`config.mk`:
```
export PLATFORM = sky130hd
export DESIGN_NAME = board_ctrl_regs
export DESIGN_NICKNAME = d
export VERILOG_FILES = /design/src/rtl/board_ctrl_pkg.sv /design/src/rtl/board_pwm_gen.sv /design/src/rtl/sync.sv /design/src/rtl/board_ctrl_regs.sv
export SDC_FILE = /design/constraint.sdc
export NUM_CORES = 1
export LEC_CHECK = 0
export ABC_AREA = 0
export CELL_PAD_IN_SITES_DETAIL_PLACEMENT = 2
export CELL_PAD_IN_SITES_GLOBAL_PLACEMENT = 2
export CORE_MARGIN = 1.5
export CORE_UTILIZATION = 35
export CTS_CLUSTER_SIZE = 40
export DETAILED_ROUTE_END_ITERATION = 8
export GPL_ROUTABILITY_DRIVEN = 0
export PLACE_DENSITY_LB_ADDON = 0.1
export SYNTH_ARGS = -nofsm -noshare
export SYNTH_HDL_FRONTEND = slang
export SYNTH_SLANG_ARGS = --single-unit
```
`constraint.sdc`:
```
create_clock -name soc_clk -period 4.23 [get_ports soc_clk]
set_input_delay 0.846 -clock soc_clk [delete_from_list [all_inputs] [get_ports soc_clk]]
set_output_delay 0.846 -clock soc_clk [all_outputs]
set_load 0.01 [all_outputs]
```
`src/rtl/board_ctrl_pkg.sv`:
```
// Shared definitions for the board control register slave: register offsets,
// field reset values, bus types and the regbus FSM state encoding.
package board_ctrl_pkg;

  // Word index (address bits [4:2]) of each register
  localparam logic [2:0] OffScratch = 3'd0;
  localparam logic [2:0] OffRtcHalf = 3'd1;
  localparam logic [2:0] OffFanCtrl = 3'd2;
  localparam logic [2:0] OffBoot    = 3'd3;
  localparam logic [2:0] OffStatus  = 3'd4;

  // FAN_CTRL reset: duty 0xF, switch select enabled
  localparam logic [4:0]  FanCtrlRst = 5'h1F;
  // Read data returned for unmapped offsets
  localparam logic [31:0] BadVal     = 32'hBADCAB1E;

  typedef enum logic {
    IDLE = 1'b0,
    RESP = 1'b1
  } state_e;

  // Default regbus types (48-bit address)
  typedef struct packed {
    logic        valid;
    logic        write;
    logic [47:0] addr;
    logic [31:0] wdata;
    logic [3:0]  wstrb;
  } regbus_req_t;

  typedef struct packed {
    logic        ready;
    logic [31:0] rdata;
    logic        error;
  } regbus_rsp_t;

  // Byte-wise merge of write data into the current register value
  function automatic logic [31:0] strb_merge(input logic [31:0] old_val,
                                             input logic [31:0] new_val,
                                             input logic [3:0]  strb);
    logic [31:0] res;
    res = old_val;
    for (int b = 0; b < 4; b++) begin
      if (strb[b]) res[b*8 +: 8] = new_val[b*8 +: 8];
    end
    return res;
  endfunction

endpackage

```
`src/rtl/board_pwm_gen.sv`:
```
// Fan PWM generator: prescaler, 16-slot counter and registered duty compare.
module board_pwm_gen #(
  parameter int unsigned Prescale = 125
) (
  input  logic       clk_i,
  input  logic       rst_ni,
  input  logic [3:0] duty_i,
  output logic       pwm_o
);

  localparam int unsigned PreW = (Prescale > 1) ? $clog2(Prescale) : 1;
  localparam logic [PreW-1:0] PreMax = PreW'(Prescale - 1);

  logic [PreW-1:0] pre_q;
  logic [3:0]      slot_q;
  logic            pwm_q;

  // Prescaler wraps at Prescale-1 and advances the slot counter (15 -> 0)
  always_ff @(posedge clk_i or negedge rst_ni) begin
    if (!rst_ni) begin
      pre_q  <= '0;
      slot_q <= '0;
    end else if (pre_q == PreMax) begin
      pre_q  <= '0;
      slot_q <= slot_q + 4'd1;
    end else begin
      pre_q  <= pre_q + 1'b1;
    end
  end

  // Output is high while the slot index is below the duty value
  always_ff @(posedge clk_i or negedge rst_ni) begin
    if (!rst_ni) begin
      pwm_q <= 1'b0;
    end else begin
      pwm_q <= (slot_q < duty_i);
    end
  end

  assign pwm_o = pwm_q;

endmodule

```
`src/rtl/sync.sv`:
```
// Multi-stage flop synchronizer for a single asynchronous bit.
module sync #(
  parameter int unsigned STAGES     = 2,
  parameter bit          ResetValue = 1'b0
) (
  input  logic clk_i,
  input  logic rst_ni,
  input  logic serial_i,
  output logic serial_o
);

  logic [STAGES-1:0] reg_q;

  // Shift the input through the synchronizer chain
  always_ff @(posedge clk_i or negedge rst_ni) begin
    if (!rst_ni) begin
      reg_q <= {STAGES{ResetValue}};
    end else begin
      reg_q <= {reg_q[STAGES-2:0], serial_i};
    end
  end

  assign serial_o = reg_q[STAGES-1];

endmodule

```
`src/rtl/board_ctrl_regs.sv`:
```
// Board control regbus slave: scratch, RTC tick generator, fan PWM control,
// boot-mode override and synchronized board status.
//
// Handshake: a request is taken in IDLE whenever valid=1; the registered
// response (ready=1, rdata, error) is presented for exactly one cycle in RESP.
// valid is not looked at in RESP. Outside RESP the response is all zero.
module board_ctrl_regs
  import board_ctrl_pkg::*;
#(
  parameter int unsigned AddrWidth   = 48,
  parameter type         reg_req_t   = regbus_req_t,
  parameter type         reg_rsp_t   = regbus_rsp_t,
  parameter logic [15:0] RtcHalfRst  = 16'd24,
  parameter int unsigned FanPrescale = 125
) (
  input  logic       soc_clk,
  input  logic       rst_n,
  input  reg_req_t   reg_req_i,
  output reg_rsp_t   reg_rsp_o,
  input  logic [3:0] fan_sw_i,
  input  logic [1:0] boot_mode_i,
  input  logic       dram_calib_i,
  output logic       rtc_o,
  output logic       fan_pwm_o,
  output logic [1:0] boot_mode_o,
  output state_e     dbg_state_o
);

  // ---------------------------------------------------------------------------
  // Input synchronizers
  // ---------------------------------------------------------------------------
  logic [6:0] async_in;
  logic [6:0] async_s;
  logic [3:0] fan_sw_s;
  logic [1:0] boot_mode_s;
  logic       dram_calib_s;

  assign async_in = {dram_calib_i, boot_mode_i, fan_sw_i};

  for (genvar i = 0; i < 7; i++) begin : g_sync
    sync #(
      .STAGES     (2),
      .ResetValue (1'b0)
    ) i_sync (
      .clk_i    (soc_clk),
      .rst_ni   (rst_n),
      .serial_i (async_in[i]),
      .serial_o (async_s[i])
    );
  end

  assign fan_sw_s     = async_s[3:0];
  assign boot_mode_s  = async_s[5:4];
  assign dram_calib_s = async_s[6];

  // ---------------------------------------------------------------------------
  // Request decode
  // ---------------------------------------------------------------------------
  logic [AddrWidth-1:0] addr;
  logic [2:0]           word_idx;
  logic                 unused_addr;

  assign addr        = AddrWidth'(reg_req_i.addr);
  assign word_idx    = addr[4:2];
  assign unused_addr = ^{addr[AddrWidth-1:5], addr[1:0]};

  state_e state_q;
  logic   req_accept;
  logic   wr_en;

  assign req_accept = (state_q == IDLE) && reg_req_i.valid;
  assign wr_en      = req_accept && reg_req_i.write;

  // ---------------------------------------------------------------------------
  // Register file
  // ---------------------------------------------------------------------------
  logic [31:0] scratch_q;
  logic [15:0] rtc_half_q;
  logic [3:0]  fan_duty_q;
  logic        fan_sw_sel_q;
  logic [2:0]  boot_q;
  logic        rtc_q;

  logic [31:0] rd_val;
  logic        rd_err;
  logic [31:0] wr_merged;

  // Read mux; unimplemented bits read as zero
  always_comb begin
    rd_val = '0;
    rd_err = 1'b0;
    case (word_idx)
      OffScratch: rd_val = scratch_q;
      OffRtcHalf: rd_val = {16'b0, rtc_half_q};
      OffFanCtrl: rd_val = {27'b0, fan_sw_sel_q, fan_duty_q};
      OffBoot:    rd_val = {29'b0, boot_q};
      OffStatus:  rd_val = {24'b0, rtc_q, dram_calib_s, boot_mode_s, fan_sw_s};
      default: begin
        rd_val = BadVal;
        rd_err = 1'b1;
      end
    endcase
  end

  assign wr_merged = strb_merge(rd_val, reg_req_i.wdata, reg_req_i.wstrb);

  // Commit writes on the accepting edge; STATUS and unmapped offsets ignore them
  always_ff @(posedge soc_clk or negedge rst_n) begin
    if (!rst_n) begin
      scratch_q    <= '0;
      rtc_half_q   <= RtcHalfRst;
      fan_duty_q   <= FanCtrlRst[3:0];
      fan_sw_sel_q <= FanCtrlRst[4];
      boot_q       <= '0;
    end else if (wr_en) begin
      case (word_idx)
        OffScratch: scratch_q  <= wr_merged;
        OffRtcHalf: rtc_half_q <= wr_merged[15:0];
        OffFanCtrl: begin
          fan_duty_q   <= wr_merged[3:0];
          fan_sw_sel_q <= wr_merged[4];
        end
        OffBoot:    boot_q     <= wr_merged[2:0];
        default: ;
      endcase
    end
  end

  // ---------------------------------------------------------------------------
  // Regbus FSM with registered response
  // ---------------------------------------------------------------------------
  logic        rsp_ready_q;
  logic [31:0] rsp_rdata_q;
  logic        rsp_error_q;

  // Accept in IDLE, present the response for one cycle in RESP, then clear it
  always_ff @(posedge soc_clk or negedge rst_n) begin
    if (!rst_n) begin
      state_q     <= IDLE;
      rsp_ready_q <= 1'b0;
      rsp_rdata_q <= '0;
      rsp_error_q <= 1'b0;
    end else begin
      case (state_q)
        IDLE: begin
          if (reg_req_i.valid) begin
            state_q     <= RESP;
            rsp_ready_q <= 1'b1;
            rsp_rdata_q <= (reg_req_i.write && !rd_err) ? 32'b0 : rd_val;
            rsp_error_q <= rd_err;
          end
        end
        RESP: begin
          state_q     <= IDLE;
          rsp_ready_q <= 1'b0;
          rsp_rdata_q <= '0;
          rsp_error_q <= 1'b0;
        end
        default: begin
          state_q     <= IDLE;
          rsp_ready_q <= 1'b0;
          rsp_rdata_q <= '0;
          rsp_error_q <= 1'b0;
        end
      endcase
    end
  end

  // Drive the response struct from the registered fields
  always_comb begin
    reg_rsp_o       = '0;
    reg_rsp_o.ready = rsp_ready_q;
    reg_rsp_o.rdata = rsp_rdata_q;
    reg_rsp_o.error = rsp_error_q;
  end

  assign dbg_state_o = state_q;

  // ---------------------------------------------------------------------------
  // RTC tick generator
  // ---------------------------------------------------------------------------
  logic [15:0] rtc_cnt_q;
  logic        rtc_wr;

  assign rtc_wr = wr_en && (word_idx == OffRtcHalf);

  // A write to RTC_HALF restarts the period and wins over a same-cycle match
  always_ff @(posedge soc_clk or negedge rst_n) begin
    if (!rst_n) begin
      rtc_cnt_q <= '0;
      rtc_q     <= 1'b0;
    end else if (rtc_wr) begin
      rtc_cnt_q <= '0;
      rtc_q     <= 1'b0;
    end else if (rtc_cnt_q == rtc_half_q) begin
      rtc_cnt_q <= '0;
      rtc_q     <= ~rtc_q;
    end else begin
      rtc_cnt_q <= rtc_cnt_q + 16'd1;
    end
  end

  assign rtc_o = rtc_q;

  // ---------------------------------------------------------------------------
  // Fan PWM and boot mode
  // ---------------------------------------------------------------------------
  logic [3:0] fan_duty_eff;

  assign fan_duty_eff = fan_sw_sel_q ? fan_sw_s : fan_duty_q;

  board_pwm_gen #(
    .Prescale (FanPrescale)
  ) i_pwm (
    .clk_i  (soc_clk),
    .rst_ni (rst_n),
    .duty_i (fan_duty_eff),
    .pwm_o  (fan_pwm_o)
  );

  logic [1:0] boot_mode_q;

  // Registered boot mode: override when enabled, otherwise the board switches
  always_ff @(posedge soc_clk or negedge rst_n) begin
    if (!rst_n) begin
      boot_mode_q <= 2'b00;
    end else begin
      boot_mode_q <= boot_q[2] ? boot_q[1:0] : boot_mode_s;
    end
  end

  assign boot_mode_o = boot_mode_q;

endmodule

```
Yosys cells after proc, flatten, opt, wreduce, memory -nomap -nowiden
Index checks and enable logic that the tools add are counted.
Widths: inputs -> output; s select.
{ "word_totals": {"input_bits": 95, "out_inout_bits": 39, "word_cells": 68, "register_bits": 136} }
{ "classes": {"addsub": 3, "reduce_logical": 11, "magnitude_cmp": 1, "mux": 22, "n_eq_ne": 7, "bitwise": 2} }
{ "ops": {"columns": ["cell", "n"], "rows": [
  ["$pmux 32 s5", 1],
  ["$mux 32", 2],
  ["$pmux 32 s2", 1],
  ["$mux 16", 2],
  ["$mux 8", 4],
  ["$add 16x1->16 const B", 1],
  ["$eq 16x16->1", 1],
  ["$reduce_and 2->1", 4],
  ["$add 7x1->7 const B", 1],
  ["$eq 7x7->1 const B", 1],
  ["$mux 7", 1],
  ["$eq 3x2->1 const B", 2],
  ["$mux 1", 6],
  ["$pmux 1 s2", 3],
  ["$reduce_or 5->1", 1],
  ["$add 4x1->4 const B", 1],
  ["$logic_and 1x1->1", 4],
  ["$lt 4x4->1", 1],
  ["$mux 4", 1],
  ["$eq 3x1->1 const B", 1],
  ["$eq 3x3->1 const B", 1],
  ["$logic_not 3->1", 1],
  ["$mux 2", 1],
  ["$ne 2x2->1 const B", 1],
  ["2 further kinds", 3]
]} }

Depth between registers and ports, before layout
Gate-level depths: netlist of run 1.
{ "logic_depth": {"word_depth": 6, "mapped_depth": 7} }

Modules after synthesis
A second synthesis of run 1 with hierarchy kept.
{ "hier_totals": {"hier_cells": 551, "area_unflattened_um2": 6327.3} }
{ "modules_own_cells": {"columns": ["module", "instances", "area_per_inst_um2", "cells_per_inst"], "rows": [
  ["board_ctrl_regs", 1, 5358.9, 483],
  ["board_pwm_gen", 1, 618.1, 54],
  ["sync", 7, 50.0, 2]
]} }

Worst setup path after synthesis of run 1
No wires, ideal clock.
{ "synth_timing": {"path_kind": "input to register", "from": "in reg_req_i[39] (netlist name)", "to": "reg scratch_q[11]", "setup_slack_ns": 1.960, "n_path_buf": 3, "required_ns": 4.105, "stages": 6, "setup_ns": 0.125, "t_arrival_ns": 2.145, "path_cell_list": "buf_2 -> or2_2 -> buf_2 -> nor2_4 -> buf_2 -> mux2_2"} }
{ "synth_via": {"elab_chain_cells": 3} }
{ "synth_rtl": {"columns": ["item", "line_no", "rtl"], "rows": [
  ["from (decl)", "board_ctrl_regs.sv:18", "input reg_req_t reg_req_i,"],
  ["$eq 3x3->1, or another cell as far along", "board_ctrl_regs.sv:92", "case (word_idx)"],
  ["$pmux 32 s5", "board_ctrl_regs.sv:92", null],
  ["$mux 8", "board_ctrl_pkg.sv:44", "if (strb[b]) res[b*8 +: 8] = new_val[b*8 +: 8];"],
  ["to (signal assigned)", "board_ctrl_regs.sv:117", "OffScratch: scratch_q <= wr_merged;"],
  ["to (decl)", "board_ctrl_regs.sv:77", "logic [31:0] scratch_q;"]
]} }
Parallel ways exist; a longest one is shown, timed or not.
A chain may end at the register's enable or synchronous reset.

Worst setup path after layout of run 1
{ "layout_timing": {"from": "in reg_req_i[38] (netlist name)", "to": "reg rsp_rdata_q[30]"} }
{ "layout_via": {"elab_chain_cells": 6} }
{ "layout_rtl": {"columns": ["item", "line_no", "rtl"], "rows": [
  ["$eq 3x1->1, or another cell as far along", "board_ctrl_regs.sv:92", null],
  ["$reduce_or 5->1 (no line)", null, null],
  ["$logic_and 1x1->1", "board_ctrl_regs.sv:149", "rsp_rdata_q <= (reg_req_i.write && !rd_err) ? 32'b0 : rd_val;"],
  ["$mux 32 (*)", "board_ctrl_regs.sv:149", null],
  ["$mux 32 (*)", "board_ctrl_regs.sv:146", "if (reg_req_i.valid) begin"],
  ["$pmux 32 s2 (*)", "board_ctrl_regs.sv:144", "case (state_q)"],
  ["to (signal assigned)", "board_ctrl_regs.sv:149", null],
  ["to (decl)", "board_ctrl_regs.sv:133", "logic [31:0] rsp_rdata_q;"]
]} }
Every way passes the cells marked *; elsewhere a longest branch is shown, timed or not. The select of a mux whose other input is x is not followed.

==> results of run 1 <==
cells in the final DEF, fill, tap and decap left out, types with 10 or more instances in the layout:
cell,n
xor2_1,10
clkbuf_16,17
mux2i_1,16
nor3_1,20
dfrtp_1,129
nand2_1,61
o21ai_0,30
nand3_1,15
mux2_2,35
nor2_1,23
xnor2_1,25
buf_4,13
a21oi_1,30
o31ai_1,22
clkdlybuf4s50_1,87
final timing paths:
kind / startpoint / cells past startpoint / endpoint
max reg2reg: rtc_half_q[15] / 4 / rtc_o
max in group asynchronous: rst_n / 2 / scratch_q[28]
max: reg_req_i[38] / 5 / rsp_rdata_q[30]
min reg2reg: g_sync[3].i_sync.reg_q[0] / 0 / g_sync[3].i_sync.reg_q[1]
min in group asynchronous: rst_n / 1 / rtc_cnt_q[11]
min: g_sync[3].i_sync.reg_q[0] / 0 / g_sync[3].i_sync.reg_q[1]
cell families after synthesis:
group           after synthesis
compound gates              121
buf+inv                      41
fa+ha+maj                     7
flops                       136
xor+xnor                     35
simple gates                166
mux                          51
layer usage:
metal | vias up | global-route usage, % | routed length (um)
met3 | 18 | 4.53 | 596
met2 | 77 | 36.6 | 9410
met4 | 0 | 5.62 | 191
met1 | 2490 | 26.7 | 8190
met5 | - | 0 | 0
li1 | 2161 | - | -
final cells by class:
type,count,area [um^2]
Fill cell,1756,9380
Sequential cell,136,3410
Multi-Input combinational cell,380,2580
Timing Repair Buffer,101,980
Clock buffer,21,450
Tap cell,225,282
Clock inverter,11,125
Inverter,9,33.8
stage by stage:
stage	power (W)	instance area [um^2]	hold slack (ns)	cells	utilization [%]
finish	0.00391	7860	0.349	883	45.6
global placement	0.00241	7290	0.333	851	42.3
detailed placement	0.00246	7290	0.338	851	42.3
global route	0.00410	7860	0.356	883	45.6
floorplan	0.00215	6170	0.331	557	-
CTS	0.00396	7860	0.351	883	45.6
state kept, by name, indices dropped and copies added (netlist names), 2 cells and up:
signal and flops:
i_pwm.pre_q 7, scratch_q 32, rtc_cnt_q 16, rtc_half_q 16
boot_q 3, i_pwm.slot_q 4, fan_duty_q 4, g_sync.i_sync.reg_q 14
boot_mode_o 2, rsp_rdata_q 32
power groups by stage:
stage	combinational, W	clock, W	sequential (W)
after floorplan	0.000462	0	0.00169
after global placement	0.000647	0	0.00177
after detailed placement	0.000677	0	0.00178
after CTS	0.000694	0.00150	0.00176
after global routing	0.000759	0.00155	0.00179
final	0.000679	0.00147	0.00176
==> flow_summary.json, run 1 <==
{
  "outcome": "complete, no violations",
  "relSlewSlack_pct": 29.2,
  "via_count": 4746,
  "slew_viol_final": 0,
  "switching_share_pct": 29.3,
  "rsz0062_at_grt": "false",
  "synth_compound_area_share_pct": 12.6,
  "fin_tns_setup_ns": 0,
  "path_delay_family": "buffers and inverters",
  "synth_edf_count": 0,
  "drive_gt1_share_pct": 15.2,
  "num_rows": 48,
  "hpwl_um": 12600,
  "clk_latency_ns": 0.42,
  "final.min_clock_period_ns": 3.06,
  "worstPathMaxFanout": 18,
  "synth.area.mux_share_pct": 8.98,
  "antenna_found_initial": 0,
  "grt_max_degree": 106,
  "intPower_w": 0.00276,
  "critPathKind": "primary input to flip-flop",
  "ff2ff_setup_slack_ns": 1.98,
  "p_sw_w": 0.00115,
  "period_share_pct": 72.3,
  "synth_xor_area_share_pct": 4.97,
  "viasPerCell": 5.37,
  "startpoint_type": "primary input",
  "hold_violations": 0,
  "die_h_um": 136,
  "grt_pass1_vias": 5372,
  "cts_tree": "yes",
  "clk_pin_slew_ns": 0.06,
  "ir_drop_uv": 236,
  "p_comb_share_pct": 17.4,
  "grt_overflow": 0,
  "critical_path.slowest_cell": "clkdlybuf4s50_1",
  "yosysTopAreaCellShare_pct": 52.3,
  "firstDrtPassIters": 6,
  "io_pins": 134,
  "fin_skew_ns": 0.0125,
  "post-cts-setup-buffer-count": 0,
  "syn_nets": 659,
  "finalSetupViolations": 0,
  "cts_hold_buffers": 0,
  "yosysWarningCount": 0,
  "drt_iter0_drc": 175,
  "synthSimpleGateAreaFrac_pct": 13.8,
  "synthArstFlopShare_pct": 100,
  "ant_nets": 0,
  "drv_cap": 0,
  "crit_chain": "clkdlybuf4s50_1 > o21a_1 > o21ai_1 > nor3_1 > a22o_1",
  "diodes": 0,
  "worst_slack_ns": 1.17,
  "ys_seq_area_share_pct": 55.3,
  "critPathBufInv": 1,
  "pwr_density_cell_nw_per_um2": 497,
  "max_freq_mhz": 327,
  "layout.nets": 747,
  "wl_per_cell_um": 20.8,
  "die_w_um": 136,
  "crit_arrival_ns": 3.40,
  "syn_area_um2": 6170,
  "io_buffers": 88,
  "clock_path_buffers": 2,
  "place_ws_ns": 0.772,
  "htreeDepth": 4,
  "end_kind": "flip-flop",
  "synth_top_family_by_area": "simple AND/OR/NAND/NOR gates",
  "synth.most_common_cell": "dfrtp_1",
  "total_leakage_power_nw": 3.29,
  "clock_sinks": 136,
  "coreArea_um2": 17200,
  "syn_area_per_cell_um2": 11.1,
  "yosys_most_used_dff": "dfrtp_1",
  "grt_pass1_wl_um": 29600,
  "crit_path_max_incr_delay_ns": 0.99,
  "synth_area_leaders": "dfrtp_1, mux2_2, nand2_1, xnor2_1, dfstp_2",
  "yosys.cell_types.count": 59,
  "hold_class": "flip-flop to flip-flop",
  "worstMarginPinSlew_ns": 1.05,
  "p_seq_share_pct": 45.0,
  "area_delta_synth_final_pct": 27.4,
  "cts_buffers": 17,
  "ys_ff_latch": 136,
  "synthAdderAreaFrac_pct": 1.42,
  "pwr-share-clk_pct": 37.6,
  "synthTopCellsByCount": "dfrtp_1, nand2_1, mux2_2, o21ai_0, a21oi_1",
  "initial_utilization_pct": 35.8,
  "synthCells": 557,
  "required_ns": 4.57,
  "yosysTopAreaCell": "dfrtp_1",
  "cts_resized": 0,
  "clockRootBuffer": "clkbuf_16",
  "grt_usage_pct": 21.2,
  "dieArea_um2": 18400,
  "drc_errors": 0,
  "wirelength_um": 18400
}
No activity file was read; power rests on OpenSTA's default activity.
==> run 2: changes to the inputs <==
--- a/config.mk
+++ b/config.mk
@@ -9,7 +9,7 @@
 export CELL_PAD_IN_SITES_DETAIL_PLACEMENT = 2
 export CELL_PAD_IN_SITES_GLOBAL_PLACEMENT = 2
 export CORE_MARGIN = 1.5
-export CORE_UTILIZATION = 35
+export CORE_UTILIZATION = 29
 export CTS_CLUSTER_SIZE = 40
 export DETAILED_ROUTE_END_ITERATION = 8
 export GPL_ROUTABILITY_DRIVEN = 0
==> constraint.sdc (replaced) <==
create_clock -name soc_clk -period 2.7 [get_ports soc_clk]
set_input_delay 0.54 -clock soc_clk [delete_from_list [all_inputs] [get_ports soc_clk]]
set_output_delay 0.54 -clock soc_clk [all_outputs]
set_load 0.01 [all_outputs]
==> run 2 against run 1 <==
Global-route usage fell by 3.2 points; clock power rose by 65%; final cell count rose by 7.1%; sequential share of layout area fell by 1.3 points; critical endpoint is now dbg_state_o; via count fell by 1.2%; power rose by 60%; design area rose by 3.2%; worst setup slack got worse by 0.72 ns; sequential power rose by 56%; clock skew fell by 0.0039 ns.
==> flow_summary.json, run 2 (synthesis results as in run 1) <==
{
  "outcome": "complete, no violations",
  "cts_hold_buffers": 0,
  "rsz0062_at_grt": "false",
  "clockRootBuffer": "clkbuf_16",
  "placed_area_um2": 7500,
  "period_share_pct": 83.3,
  "worst-path-stages": 1,
  "clk_latency_ns": 0.42,
  "grt_usage_pct": 18.0,
  "io_pins": 134,
  "ir_drop_uv": 439,
  "hpwl_um": 13400,
  "hold_violations": 0,
  "worstPathMaxFanout": 12,
  "via_count": 4687,
  "critPathBufInv": 1,
  "cts_resized": 0,
  "area_delta_synth_final_pct": 31.5,
  "drv_cap": 0,
  "max_freq_mhz": 445,
  "mostFrequentLayoutCell": "dfrtp_1",
  "crit_path_max_incr_delay_ns": 0.66,
  "worstMarginPinSlew_ns": 0.575,
  "mostFrequentLayoutCells": "dfrtp_1, clkdlybuf4s50_1, nand2_1, mux2_2",
  "crit_arrival_ns": 1.71,
  "initial_utilization_pct": 29.4,
  "r2r_start": "rtc_half_q[15]",
  "fin_skew_ns": 0.00857,
  "htreeDepth": 4,
  "cts_tree": "yes",
  "firstDrtPassIters": 4,
  "final_area_um2": 8110,
  "wirelength_um": 18600,
  "hold_class": "primary input to asynchronous set/reset pin",
  "path_delay_family": "flip-flops",
  "total_leakage_power_nw": 3.40,
  "ant_nets": 0,
  "die_h_um": 149,
  "critical_path.slowest_cell": "dfrtp_1",
  "top_regs": "rsp_rdata_q: 32 flops, scratch_q: 32 flops",
  "clock_sinks": 136,
  "dieArea_um2": 22200,
  "clk_pin_slew_ns": 0.06,
  "diodes": 0,
  "drc_errors": 0,
  "drt_iter0_drc": 139,
  "grt_pass1_vias": 5254,
  "final.min_clock_period_ns": 2.25,
  "grt_max_degree": 67,
  "layout.nets": 761,
  "num_rows": 53,
  "critPathLaunch": "dbg_state_o",
  "pwr_density_cell_nw_per_um2": 770,
  "io_buffers": 88,
  "crit_chain": "clkdlybuf4s50_1",
  "drive_gt1_share_pct": 17.1,
  "final_cells": 946,
  "die_w_um": 149,
  "relSlewSlack_pct": 61.5,
  "rr_endpoint": "rtc_cnt_q[10]",
  "finalSetupViolations": 0,
  "coreArea_um2": 21000,
  "n_fill_cell": 2243,
  "required_ns": 2.16,
  "post-cts-setup-buffer-count": 0,
  "rr_worst_depth": 5,
  "antenna_found_initial": 0,
  "slew_viol_final": 0,
  "fin_tns_setup_ns": 0,
  "cts_buffers": 17,
  "startpoint_type": "flip-flop",
  "critPathKind": "flip-flop to primary output",
  "end_kind": "primary output",
  "dp.cells": 915,
  "grt_pass1_wl_um": 30100,
  "ff2ff_setup_slack_ns": 0.65,
  "viasPerCell": 4.95,
  "clock_path_buffers": 2,
  "grt_overflow": 0,
  "wl_per_cell_um": 19.7
}
[run 2: cell count changes in the layout (fill, tap and decap cells not counted), sizes merged]
cell	change
clkinvlp	-2
inv	+5
clkbuf	-2
buf	+14
clkinv	-3
bufinv	+1
[run 2: where the power goes]
group / total [W] / internal (W) / switching [W]
Sequential: 0.00274 / 0.00238 / 0.000360
Combinational: 0.00108 / 0.000576 / 0.000504
Clock: 0.00243 / 0.00149 / 0.000938
[run 2: stage by stage]
stage	power (W)	setup slack (ns)	hold slack, ns	util [%]
2_1_floorplan	0.00337	0.736	0.244	-
3_3_place_gp	0.00382	0.116	0.331	35.8
3_5_place_dp	0.00388	0.0768	0.336	35.8
4_1_cts	0.00637	0.402	0.0247	38.7
5_1_grt	0.00661	0.323	0.0342	38.7
6_report	0.00625	0.452	0.0261	38.7
[run 2: worst max path at each step]
stage / end
finish: dbg_state_o
global route: scratch_q[1]
CTS: dbg_state_o
detailed placement: scratch_q[1]
global placement: scratch_q[0]
floorplan: scratch_q[11]
[run 2: final cells by class]
cell class	count	area (um^2)	area share, %
Timing Repair Buffer	115	1130	14.0
Sequential cell	136	3410	42.1
Clock inverter	12	165	2.04
Inverter	9	33.8	0.416
Clock buffer	19	443	5.46
Tap cell	275	344	4.24
Multi-Input combinational cell	380	2580	31.8
[run 2: layer usage]
metal	global-route usage [%]	part of all wire, %	up-vias
met1	23.8	46	2405
met4	4.75	1.1	0
li1	-	-	2197
met2	30.0	50	68
met3	3.73	2.8	17
met5	0	0	-
==> run 3: changes to the inputs <==
--- a/config.mk
+++ b/config.mk
@@ -9,7 +9,7 @@
 export CELL_PAD_IN_SITES_DETAIL_PLACEMENT = 2
 export CELL_PAD_IN_SITES_GLOBAL_PLACEMENT = 2
 export CORE_MARGIN = 1.5
-export CORE_UTILIZATION = 29
+export CORE_UTILIZATION = 32
 export CTS_CLUSTER_SIZE = 40
 export DETAILED_ROUTE_END_ITERATION = 8
 export GPL_ROUTABILITY_DRIVEN = 0
==> constraint.sdc (replaced) <==
create_clock -name soc_clk -period 2.13 [get_ports soc_clk]
set_input_delay 0.426 -clock soc_clk [delete_from_list [all_inputs] [get_ports soc_clk]]
set_output_delay 0.426 -clock soc_clk [all_outputs]
set_load 0.01 [all_outputs]
==> run 3 against run 2 <==
Sequential cell count is the same; power grew 29%; clock skew shrank 0.00066 ns; combinational power grew 36%; critical path depth grew 1; final cell count grew 3.4%; highest routed layer unchanged; non-clock buffer count grew 46; register-to-register slack lost 0.40 ns; core utilization grew 6.3 points; hold slack gained 0.32 ns; clock power grew 27%; largest power group unchanged; die area shrank 9.2%.
==> flow_summary.json, run 3 (synthesis results as in run 1) <==
{
  "outcome": "complete, no violations",
  "initial_utilization_pct": 32.8,
  "startpoint_type": "flip-flop",
  "via_count": 4916,
  "grt_pass1_wl_um": 31600,
  "hold_start": "g_sync[2].i_sync.reg_q[0]",
  "viasPerCell": 5.03,
  "required_ns": 1.70,
  "hpwl_um": 14000,
  "mostFrequentLayoutCells": "dfrtp_1, clkdlybuf4s50_1, buf_4, nand2_1, mux2_2",
  "coreArea_um2": 18800,
  "worstMarginPinSlew_ns": 0.576,
  "clock_path_buffers": 2,
  "firstDrtPassIters": 4,
  "final_area_um2": 8470,
  "die_h_um": 142,
  "cts_tree": "yes",
  "post-route-util_pct": 45.0,
  "ant_nets": 0,
  "hold_violations": 0,
  "drv_cap": 0,
  "grt_overflow": 0,
  "grt_max_degree": 53,
  "antenna_found_initial": 0,
  "clk_latency_ns": 0.43,
  "rsz0062_at_grt": "false",
  "drc_errors": 0,
  "period_share_pct": 96.8,
  "fin_skew_ns": 0.00792,
  "clk_pin_slew_ns": 0.07,
  "drive_gt1_share_pct": 22.8,
  "htreeDepth": 4,
  "grt_pass1_vias": 5646,
  "mostFrequentLayoutCell": "dfrtp_1",
  "clockRootBuffer": "clkbuf_16",
  "final.min_clock_period_ns": 2.06,
  "hold_path_depth": 0,
  "wirelength_um": 19600,
  "end_kind": "primary output",
  "rr_worst_depth": 6,
  "clock_sinks": 136,
  "grt_usage_pct": 20.7,
  "ff2ff_setup_slack_ns": 0.25,
  "relSlewSlack_pct": 61.5,
  "io_pins": 134,
  "r2r_start": "dbg_state_o",
  "area_delta_synth_final_pct": 37.3,
  "total_leakage_power_nw": 3.64,
  "worst_slack_ns": 0.0675,
  "dieArea_um2": 20100,
  "dp.cells": 945,
  "final_cells": 978,
  "slew_viol_final": 0,
  "diodes": 0,
  "wl_per_cell_um": 20.0,
  "pwr_density_cell_nw_per_um2": 951,
  "placed_area_um2": 7850,
  "crit_arrival_ns": 1.64,
  "cts_buffers": 17,
  "critPathKind": "flip-flop to primary output",
  "hold_class": "flip-flop to flip-flop",
  "top_regs": "rsp_rdata_q: 32 flops, scratch_q: 32 flops",
  "worstHoldEndpoint": "g_sync[2].i_sync.reg_q[1]",
  "finalSetupViolations": 0,
  "total_power_w": 0.00805,
  "num_rows": 50,
  "critPathLaunch": "dbg_state_o",
  "drt_iter0_drc": 151,
  "ir_drop_uv": 543,
  "rr_endpoint": "fan_duty_q[2]",
  "layout.nets": 807,
  "io_buffers": 88,
  "worstPathMaxFanout": 8,
  "place_ws_ns": -0.240,
  "max_freq_mhz": 485,
  "die_w_um": 142
}
## run 3: cell types whose count changed in the layout (fill, tap and decap cells not counted), sizes merged
cell,delta
clkbuf,-2
clkinvlp,-1
dlygate4sd3,+1
bufinv,-1
clkinv,+1
buf,+45
inv,+4
## run 3: worst max-delay path by stage
| stage | to | cells past startpoint |
|---|---|---|
| floorplan | scratch_q[11] | 6 |
| global placement | scratch_q[4] | 5 |
| detailed placement | boot_q[0] | 6 |
| CTS | dbg_state_o | 2 |
| global route | dbg_state_o | 2 |
| finish | dbg_state_o | 2 |
## run 3: stage by stage
stage | hold slack [ns] | setup TNS (ns)
6_report | 0.348 | 0
5_1_grt | 0.359 | 0
4_1_cts | 0.351 | 0
3_5_place_dp | 0.336 | -5.37
3_3_place_gp | 0.332 | -3.22
2_1_floorplan | 0.130 | 0
## run 3: critical path, cell delays in order, from the launching register on
cell and delay (ns):
dfrtp_2 0.45, buf_4 0.20, clkdlybuf4s50_1 0.56
## run 3: layout make-up
cell class                      instances  area (um^2)
Clock buffer                           17          425
Clock inverter                         15          179
Fill cell                            1912        10400
Inverter                                9         33.8
Multi-Input combinational cell        380         2580
Sequential cell                       136         3410
Tap cell                              260          325
Timing Repair Buffer                  161         1510
## run 3: routing by layer
metal	share of wire [%]	GRT usage, %
met1	45	25.9
met2	52	36.5
met3	2.5	4.08
met4	0.97	5.37
met5	0	0
## run 3: what timing repair did
action | in CTS | in global routing
setup endpoints to repair | 1 | 2
hold buffers | 1 | 0
buffers inserted | 0 | 0
resized for setup | 1 | 1
endpoints found under the hold margin | 40 | 0
## run 3: power breakdown
part,switching [W],leakage (nW),internal [W]
logic,0.000670,1.63,0.000799
clock network,0.00131,0.292,0.00177
registers,0.000479,1.72,0.00302
